$ cat config.mk
export PLATFORM = sky130hd
export DESIGN_NAME = bin_to_sevenseg_seq
export DESIGN_NICKNAME = d
export VERILOG_FILES = /design/src/rtl/bin_to_sevenseg_seq.sv
export SDC_FILE = /design/constraint.sdc
export NUM_CORES = 1
export LEC_CHECK = 0
export ABC_AREA = 0
export BUFFER_PORTS_ARGS = -buffer_cell sky130_fd_sc_hd__buf_4
export CAP_MARGIN = 15
export CORE_UTILIZATION = 45
export DETAILED_ROUTE_END_ITERATION = 12
export PLACE_DENSITY = 0.67
export SLEW_MARGIN = 20
export SYNTH_ARGS = -nofsm -noshare
export SYNTH_HDL_FRONTEND = slang
export SYNTH_SLANG_ARGS = --single-unit
$ cat constraint.sdc
create_clock -name clk -period 1.5 [get_ports clk]
set_input_delay 0.15 -clock clk [delete_from_list [all_inputs] [get_ports clk]]
set_output_delay 0.15 -clock clk [all_outputs]
set_load 0.02 [all_outputs]
$ cat src/rtl/bin_to_sevenseg_seq.sv
// Sequential binary-to-BCD (double dabble, one shift per clock) driving registered
// active-low seven-segment digits. Define SEVENSEG_LZB_EN for leading-zero blanking.
module bin_to_sevenseg_seq #(
  parameter int WIDTH  = 8,
  parameter int DIGITS = 3
) (
  input  logic                  clk,
  input  logic                  rst,
  input  logic                  in_valid,
  input  logic [WIDTH-1:0]      in_data,
  output logic                  in_ready,
  output logic                  done,
  output logic                  ovf,
  output logic [7*DIGITS-1:0]   seg
);

  localparam int BW = 4*DIGITS;
  localparam int CW = $clog2(WIDTH+1);
  localparam logic [6:0] SEG_BLANK = 7'b1111111;
  localparam logic [6:0] SEG_DASH  = 7'b0111111;

  if (WIDTH < 4 || WIDTH > 32) begin : g_bad_width
    $error("bin_to_sevenseg_seq: WIDTH must be in 4..32");
  end
  if (DIGITS < 1 || DIGITS > 10) begin : g_bad_digits
    $error("bin_to_sevenseg_seq: DIGITS must be in 1..10");
  end

  function automatic logic [63:0] pow10(input int n);
    logic [63:0] r;
    r = 64'd1;
    for (int i = 0; i < n; i++) r = r * 64'd10;
    return r;
  endfunction

  // 10^10-1 needs 34 bits, so the range check is done in 64-bit arithmetic
  localparam logic [63:0] MAX_VAL = pow10(DIGITS) - 64'd1;

  function automatic logic [6:0] enc(input logic [3:0] d);
    case (d)
      4'd0:    enc = 7'b1000000;
      4'd1:    enc = 7'b1111001;
      4'd2:    enc = 7'b0100100;
      4'd3:    enc = 7'b0110000;
      4'd4:    enc = 7'b0011001;
      4'd5:    enc = 7'b0010010;
      4'd6:    enc = 7'b0000010;
      4'd7:    enc = 7'b1111000;
      4'd8:    enc = 7'b0000000;
      4'd9:    enc = 7'b0010000;
      default: enc = SEG_BLANK;
    endcase
  endfunction

  typedef enum logic [1:0] {IDLE, CONV, LOAD} state_t;
  state_t state, state_nxt;

  logic [WIDTH-1:0]    bin_q;
  logic [BW-1:0]       bcd_q, bcd_adj;
  logic [BW+WIDTH-1:0] shifted;
  logic [CW-1:0]       cnt_q;
  logic                ovf_nxt_q;
  logic [7*DIGITS-1:0] seg_nxt;
  logic                accept;

  assign accept = in_valid && in_ready;

  always_ff @(posedge clk) begin
    if (rst) state <= IDLE;
    else     state <= state_nxt;
  end

  always_comb begin
    state_nxt = state;
    case (state)
      IDLE:    if (accept) state_nxt = CONV;
      CONV:    if (cnt_q == CW'(WIDTH-1)) state_nxt = LOAD;
      LOAD:    state_nxt = IDLE;
      default: state_nxt = IDLE;
    endcase
  end

  always_comb begin
    in_ready = (state == IDLE);
  end

  always_comb begin
    bcd_adj = bcd_q;
    for (int i = 0; i < DIGITS; i++)
      if (bcd_q[4*i +: 4] >= 4'd5) bcd_adj[4*i +: 4] = bcd_q[4*i +: 4] + 4'd3;
    shifted = {bcd_adj, bin_q} << 1;
  end

  // Display image built from the finished BCD; dashes win over digits and blanking
  always_comb begin
`ifdef SEVENSEG_LZB_EN
    logic lead;
    lead = 1'b1;
`endif
    seg_nxt = '1;
    for (int i = DIGITS-1; i >= 0; i--) begin
`ifdef SEVENSEG_LZB_EN
      if (bcd_q[4*i +: 4] != 4'd0 || i == 0) lead = 1'b0;
      if (ovf_nxt_q)  seg_nxt[7*i +: 7] = SEG_DASH;
      else if (lead)  seg_nxt[7*i +: 7] = SEG_BLANK;
      else            seg_nxt[7*i +: 7] = enc(bcd_q[4*i +: 4]);
`else
      if (ovf_nxt_q)  seg_nxt[7*i +: 7] = SEG_DASH;
      else            seg_nxt[7*i +: 7] = enc(bcd_q[4*i +: 4]);
`endif
    end
  end

  always_ff @(posedge clk) begin
    if (rst) begin
      bin_q     <= '0;
      bcd_q     <= '0;
      cnt_q     <= '0;
      ovf_nxt_q <= 1'b0;
      seg       <= '1;
      ovf       <= 1'b0;
      done      <= 1'b0;
    end else begin
      done <= 1'b0;
      case (state)
        IDLE: if (accept) begin
          bin_q     <= in_data;
          bcd_q     <= '0;
          cnt_q     <= '0;
          ovf_nxt_q <= 64'(in_data) > MAX_VAL;
        end
        CONV: begin
          {bcd_q, bin_q} <= shifted;
          cnt_q          <= cnt_q + CW'(1);
        end
        LOAD: begin
          seg  <= seg_nxt;
          ovf  <= ovf_nxt_q;
          done <= 1'b1;
        end
        default: ;
      endcase
    end
  end

endmodule

Yosys cells after proc, flatten, opt, wreduce, memory -nomap -nowiden

Memories as Yosys holds them, arrays and structs flattened. A register that Yosys moved wholly into a read port is not among the register bits.
Cells that the tools add are included.
W data, S select, Z words.

Add/subtract/negate cells: 4
$lt $le $gt $ge: 3
Equal/unequal tests: 5
Multiplexer cells: 13
Reduce and logical (&&, ||, !) cells: 5

Operators with widths:

| cell                  | count |
|---|---|
| $pmux W12 S2          | 1 |
| $pmux W8 S2           | 1 |
| $ge A4 B3 Y1 const B  | 3 |
| $mux W12              | 1 |
| $mux W4               | 3 |
| $add A4 B2 Y4 const B | 2 |
| $mux W8               | 1 |
| $pmux W4 S2           | 1 |
| $add A4 B1 Y4 const B | 1 |
| $eq A4 B3 Y1 const B  | 1 |
| $mux W2               | 2 |
| $pmux W2 S2           | 1 |
| $reduce_and A2 Y1     | 2 |
| $add A3 B2 Y3 const B | 1 |
| $mux W3               | 1 |
| $eq A2 B1 Y1 const B  | 1 |
| $eq A2 B2 Y1 const B  | 1 |
| $logic_not A2 Y1      | 1 |
| $ne A2 B1 Y1 const B  | 1 |
| $ne A2 B2 Y1 const B  | 1 |
| $reduce_bool A2 Y1    | 1 |
| $logic_and A1 B1 Y1   | 1 |
| $mux W1               | 1 |

Bits in registers: 27
ROM bits: 336
Input bits: 11
Logic and storage cells: 38
Memories kept: 3

Memories:

| memory           | words | bits a word | read ports | clocked after memory_dff | write ports | RTL line | RTL |
|---|---|---|---|---|---|---|---|
| (name not given) | 16    | 7           | 1          | 1                        | 0           | 40       | `case (d)` |
| (name not given) | 16    | 7           | 1          | 1                        | 0           | 40       |  |
| (name not given) | 16    | 7           | 1          | 1                        | 0           | 40       |  |

Depth between registers and ports, before layout

Depth in word-level cells: 4
Depth in mapped cells: 7

Least setup slack after synthesis

OpenSTA, ideal clock, no wires.

Path type: register to register
Start point: register bcd_q[9]
End point: register bcd_q[11]
Library setup time: 0.071 ns
Data arrival time: 1.447 ns
Setup slack: -0.018 ns
Cell stages (with the launch flop): 7
Cells stage by stage: dfxtp_1 -> inv_1 -> ha_1 -> ha_1 -> a21oi_1 -> or3_1 -> a21oi_1

Word-level cells in the longest chain between the ends: 3
Elaborated cells between the ends (all ways): 4
Classes of those cells: add/sub: 1; order compare: 1; mux: 2

RTL lines:

| element                                       | RTL line | RTL |
|---|---|---|
| from (decl)                                   | 59       | `logic [BW-1:0] bcd_q, bcd_adj;` |
| from (signal assigned)                        | 133      | `{bcd_q, bin_q} <= shifted;` |
| $ge A4 B3 Y1 or $add A3 B2 Y3 (tied branches) | 90       | `if (bcd_q[4*i +: 4] >= 4'd5) bcd_adj[4*i +: 4] = bcd_q[4*i +: 4] + 4'd3;` |
| $mux W3 *                                     | 90       |  |
| $pmux W12 S2 *                                | 125      | `case (state)` |

Every way passes the cells marked *; elsewhere a longest branch is shown, timed or not.
A chain may end at the register's enable or synchronous reset.

Worst setup path after layout

Start point: register bcd_q[4]
End point: register bcd_q[7]

Word-level cells in the longest chain between the ends: 3
Elaborated cells between the ends (all ways): 4
Classes of those cells: add/sub: 1; order compare: 1; mux: 2

RTL lines:

| element                                       | RTL line |
|---|---|
| $add A4 B2 Y4 or $ge A4 B3 Y1 (tied branches) | 90 |
| $mux W4 *                                     | 90 |
| $pmux W12 S2 *                                | 125 |

Marks and branches as above.

==> impl_metrics.json <==
{
  "status": "finished, final reports clean",
  "drive_gt1_share_pct": 22.4,
  "nFillCells": 509,
  "p_per_area_nw_per_um2": 720,
  "initialDrtViolationCount": 111,
  "cts_tree": "done",
  "fin_skew_ns": 0.00526,
  "timing.final.ws_setup_ns": 0.0766,
  "clk_pin_slew_ns": 0.08,
  "synth_cells": 310,
  "postSynthAreaPerCell_um2": 8.15,
  "regToRegSetupSlack_ns": 0.08,
  "place.gp.congestion": 0.800,
  "postSynthNetCount": 337,
  "period_share_pct": 94.9,
  "register_area_um2": 968,
  "clock-root-buffer": "clkbuf_8",
  "fp.dieArea_um2": 5920,
  "rr_endpoint": "bcd_q[7]",
  "crit_path_cell_trace": "inv_1 > ha_2 > ha_1 > inv_1 > a21oi_1 > a32o_1",
  "r2r-start": "bcd_q[4]",
  "vias_per_cell": 5.40,
  "post-place-ws_ns": -0.0327,
  "post-place-cells": 418,
  "fmax_ghz": 0.703,
  "grt_setup_unrepaired": "yes",
  "fin_nets": 382,
  "crit_family": "adder cells",
  "avgRoutedWirePerCell_um": 12.9,
  "max_stage_delay_ns": 0.38,
  "syn2layout_area_growth_pct": 21.6,
  "routed_wl_um": 5460,
  "critPathBufInv": 2,
  "antenna_cells": 0,
  "antenna_found_initial": 0,
  "p_leak_nw": 1.23,
  "cts_buffer_depth": 2,
  "crit_path_top_delay_cell": "dfxtp_4",
  "worstPathRequired_ns": 1.69,
  "grt_pass1_wl_um": 9350,
  "synth_edf_count": 0,
  "fin_util_pct": 58.3,
  "track_usage_pct": 19.4,
  "via_count": 2284,
  "maxSlewViolCount": 0,
  "ys_seq_area_share_pct": 38.0,
  "timing.critical_path.mode_cell": "inv_1",
  "dr.pass1.iters": 6,
  "cap_violations": 0,
  "synth.area.top_cells": "dfxtp_1 38%, ha_1 7.9%, nor2_1 7.1%, a21oi_1 5.7%, nand2b_1 4.0%",
  "crit_path_end_kind": "register",
  "tritoncts.num_buffers": 5,
  "min_from": "in_data[0]",
  "clk_latency_ns": 0.30,
  "grt_pass1_vias": 2019,
  "synth_common_cells": "48 x dfxtp_1, 48 x nor2_1, 29 x a21oi_1",
  "io_buffers": 33,
  "die_h_um": 76.9,
  "core-area_um2": 5270,
  "ys_async_sr_fraction_pct": 0,
  "ys_seq_elements": 48,
  "worstHoldPathType": "in -> reg",
  "grt_max_degree": 25,
  "synth_top_cell_by_area": "dfxtp_1",
  "final_hold_viol_count": 0,
  "worstSetupPathDepth": 6,
  "worstHoldPathCells": 3,
  "holdPathEnd": "bin_q[0]",
  "multi_input_area_um2": 1440,
  "start_kind": "register",
  "critPathArrivalTime_ns": 1.62,
  "post_cts_buffers": 0,
  "htreeDepth": 2,
  "crit_type": "reg -> reg",
  "yosys.area.top_type_share_pct": 38.0,
  "drc": 0,
  "ys_types": 41,
  "die_x_um": 76.9,
  "antenna_left": 0,
  "ctsHoldBuffers": 0,
  "worstPathMaxFanout": 5,
  "totalPowerFinal_mw": 2.21,
  "period_needed_ns": 1.42,
  "synth_area_um2": 2530,
  "start_util_pct": 47.9,
  "ioPinCount": 35,
  "r2r_cells": 6,
  "grt-ovfl-total": 0,
  "hpwl_um": 3840,
  "ir_worst_vdd_uv": 413,
  "final_cells": 423,
  "yosys_warnings": 0,
  "core.rowCount": 26,
  "setup_viol": 0,
  "cts.sinks": 48,
  "yosys_most_used_dff": "dfxtp_1"
}
==> per-layer routing <==
metal,routed length (um),up-vias,global-route usage [%],share of wire [%]
li1,-,1167,-,-
met1,2590,1060,25.7,47
met2,2580,52,31.4,47
met3,232,5,3.93,4.2
met4,59,0,5.77,1.1
met5,0,-,0,0
==> power breakdown <==
part	switching, mW	internal (mW)	total (mW)
registers	0.0164	1.30	1.31
clock network	0.402	0.302	0.704
logic	0.106	0.0895	0.195
==> layout by cell type, fill, tap and decap left out, types with 2 or more instances in the layout <==
cell type	n
a211oi_1	9
a21oi_1	26
ha_1	12
o21ai_0	9
nor2_1	47
o22ai_1	11
a211o_1	6
nand3_1	5
a22o_1	6
or3_1	3
mux2i_1	6
dfxtp_1	44
or2_1	2
a31oi_1	2
nand2_1	9
clkbuf_8	5
o21bai_1	3
ha_2	3
xnor2_1	3
inv_1	16
nand2b_1	15
o21ai_1	5
a21oi_2	3
a22oi_1	3
dfxtp_2	3
buf_4	59
nor2b_1	10
a32oi_1	2
nor3_1	8
==> repair_timing <==
| item | in CTS | in global routing |
|---|---|---|
| setup endpoints to repair | 1 | 9 |
| endpoints found under the hold margin | 0 | 0 |
| pin swaps | 0 | 2 |
| resized for setup | 1 | 12 |
==> registers in the layout, indices dropped and copies added, names as in the netlist <==
name,count
cnt_q,4
bin_q,8
bcd_q,12
state,2
seg,21
done,1
==> worst reg2reg max path, cell delays in order, from the launching register on <==
cell	delay, ns
dfxtp_4	0.38
inv_1	0.06
ha_2	0.21
ha_1	0.28
inv_1	0.07
a21oi_1	0.06
a32o_1	0.26
==> worst max-delay path by stage <==
stage	from	end	slack [ns]
floorplan	bcd_q[5]	bcd_q[6]	0.0006
global placement	bcd_q[5]	bcd_q[6]	0.05
detailed placement	bcd_q[4]	bcd_q[7]	-0.03
CTS	bcd_q[4]	bcd_q[7]	0.007
global route	bcd_q[4]	bcd_q[7]	0.00006
finish	bcd_q[4]	bcd_q[7]	0.08
==> metrics by stage <==
step / instance area [um2] / hold WS [ns] / setup TNS, ns
2_1_floorplan: 2530 / 0.322 / 0
3_3_place_gp: 2960 / 0.420 / 0
5_1_grt: 3070 / 0.137 / 0
4_1_cts: 3030 / 0.117 / 0
6_report: 3070 / 0.120 / 0
3_5_place_dp: 2960 / 0.430 / -0.0327
==> final cells by class <==
cell class                 instances  area share, %
inverter                          16           1.96
sequential                        48           31.5
timing repair buffer              59           14.4
clock buffer                       5           2.24
multi-input combinational        225           47.0
tap                               70           2.85
==> cells by family (layout without fill, tap and decap cells) <==
group                    count (synthesis)  in the layout  synth area share, %
AND/OR/NAND/NOR                        106            106                 20.1
AO/OA/AOI/OAI                           92             92                 23.5
flip-flops                              48             48                 38.0
buffers and inverters                   37             80                 6.44
adder cells (fa/ha/maj)                 16             16                 7.92
multiplexers                             7              7                 2.82
XOR/XNOR                                 3              3                 1.04
other                                    1              1                0.148
Power figures use the tool's default switching activity.
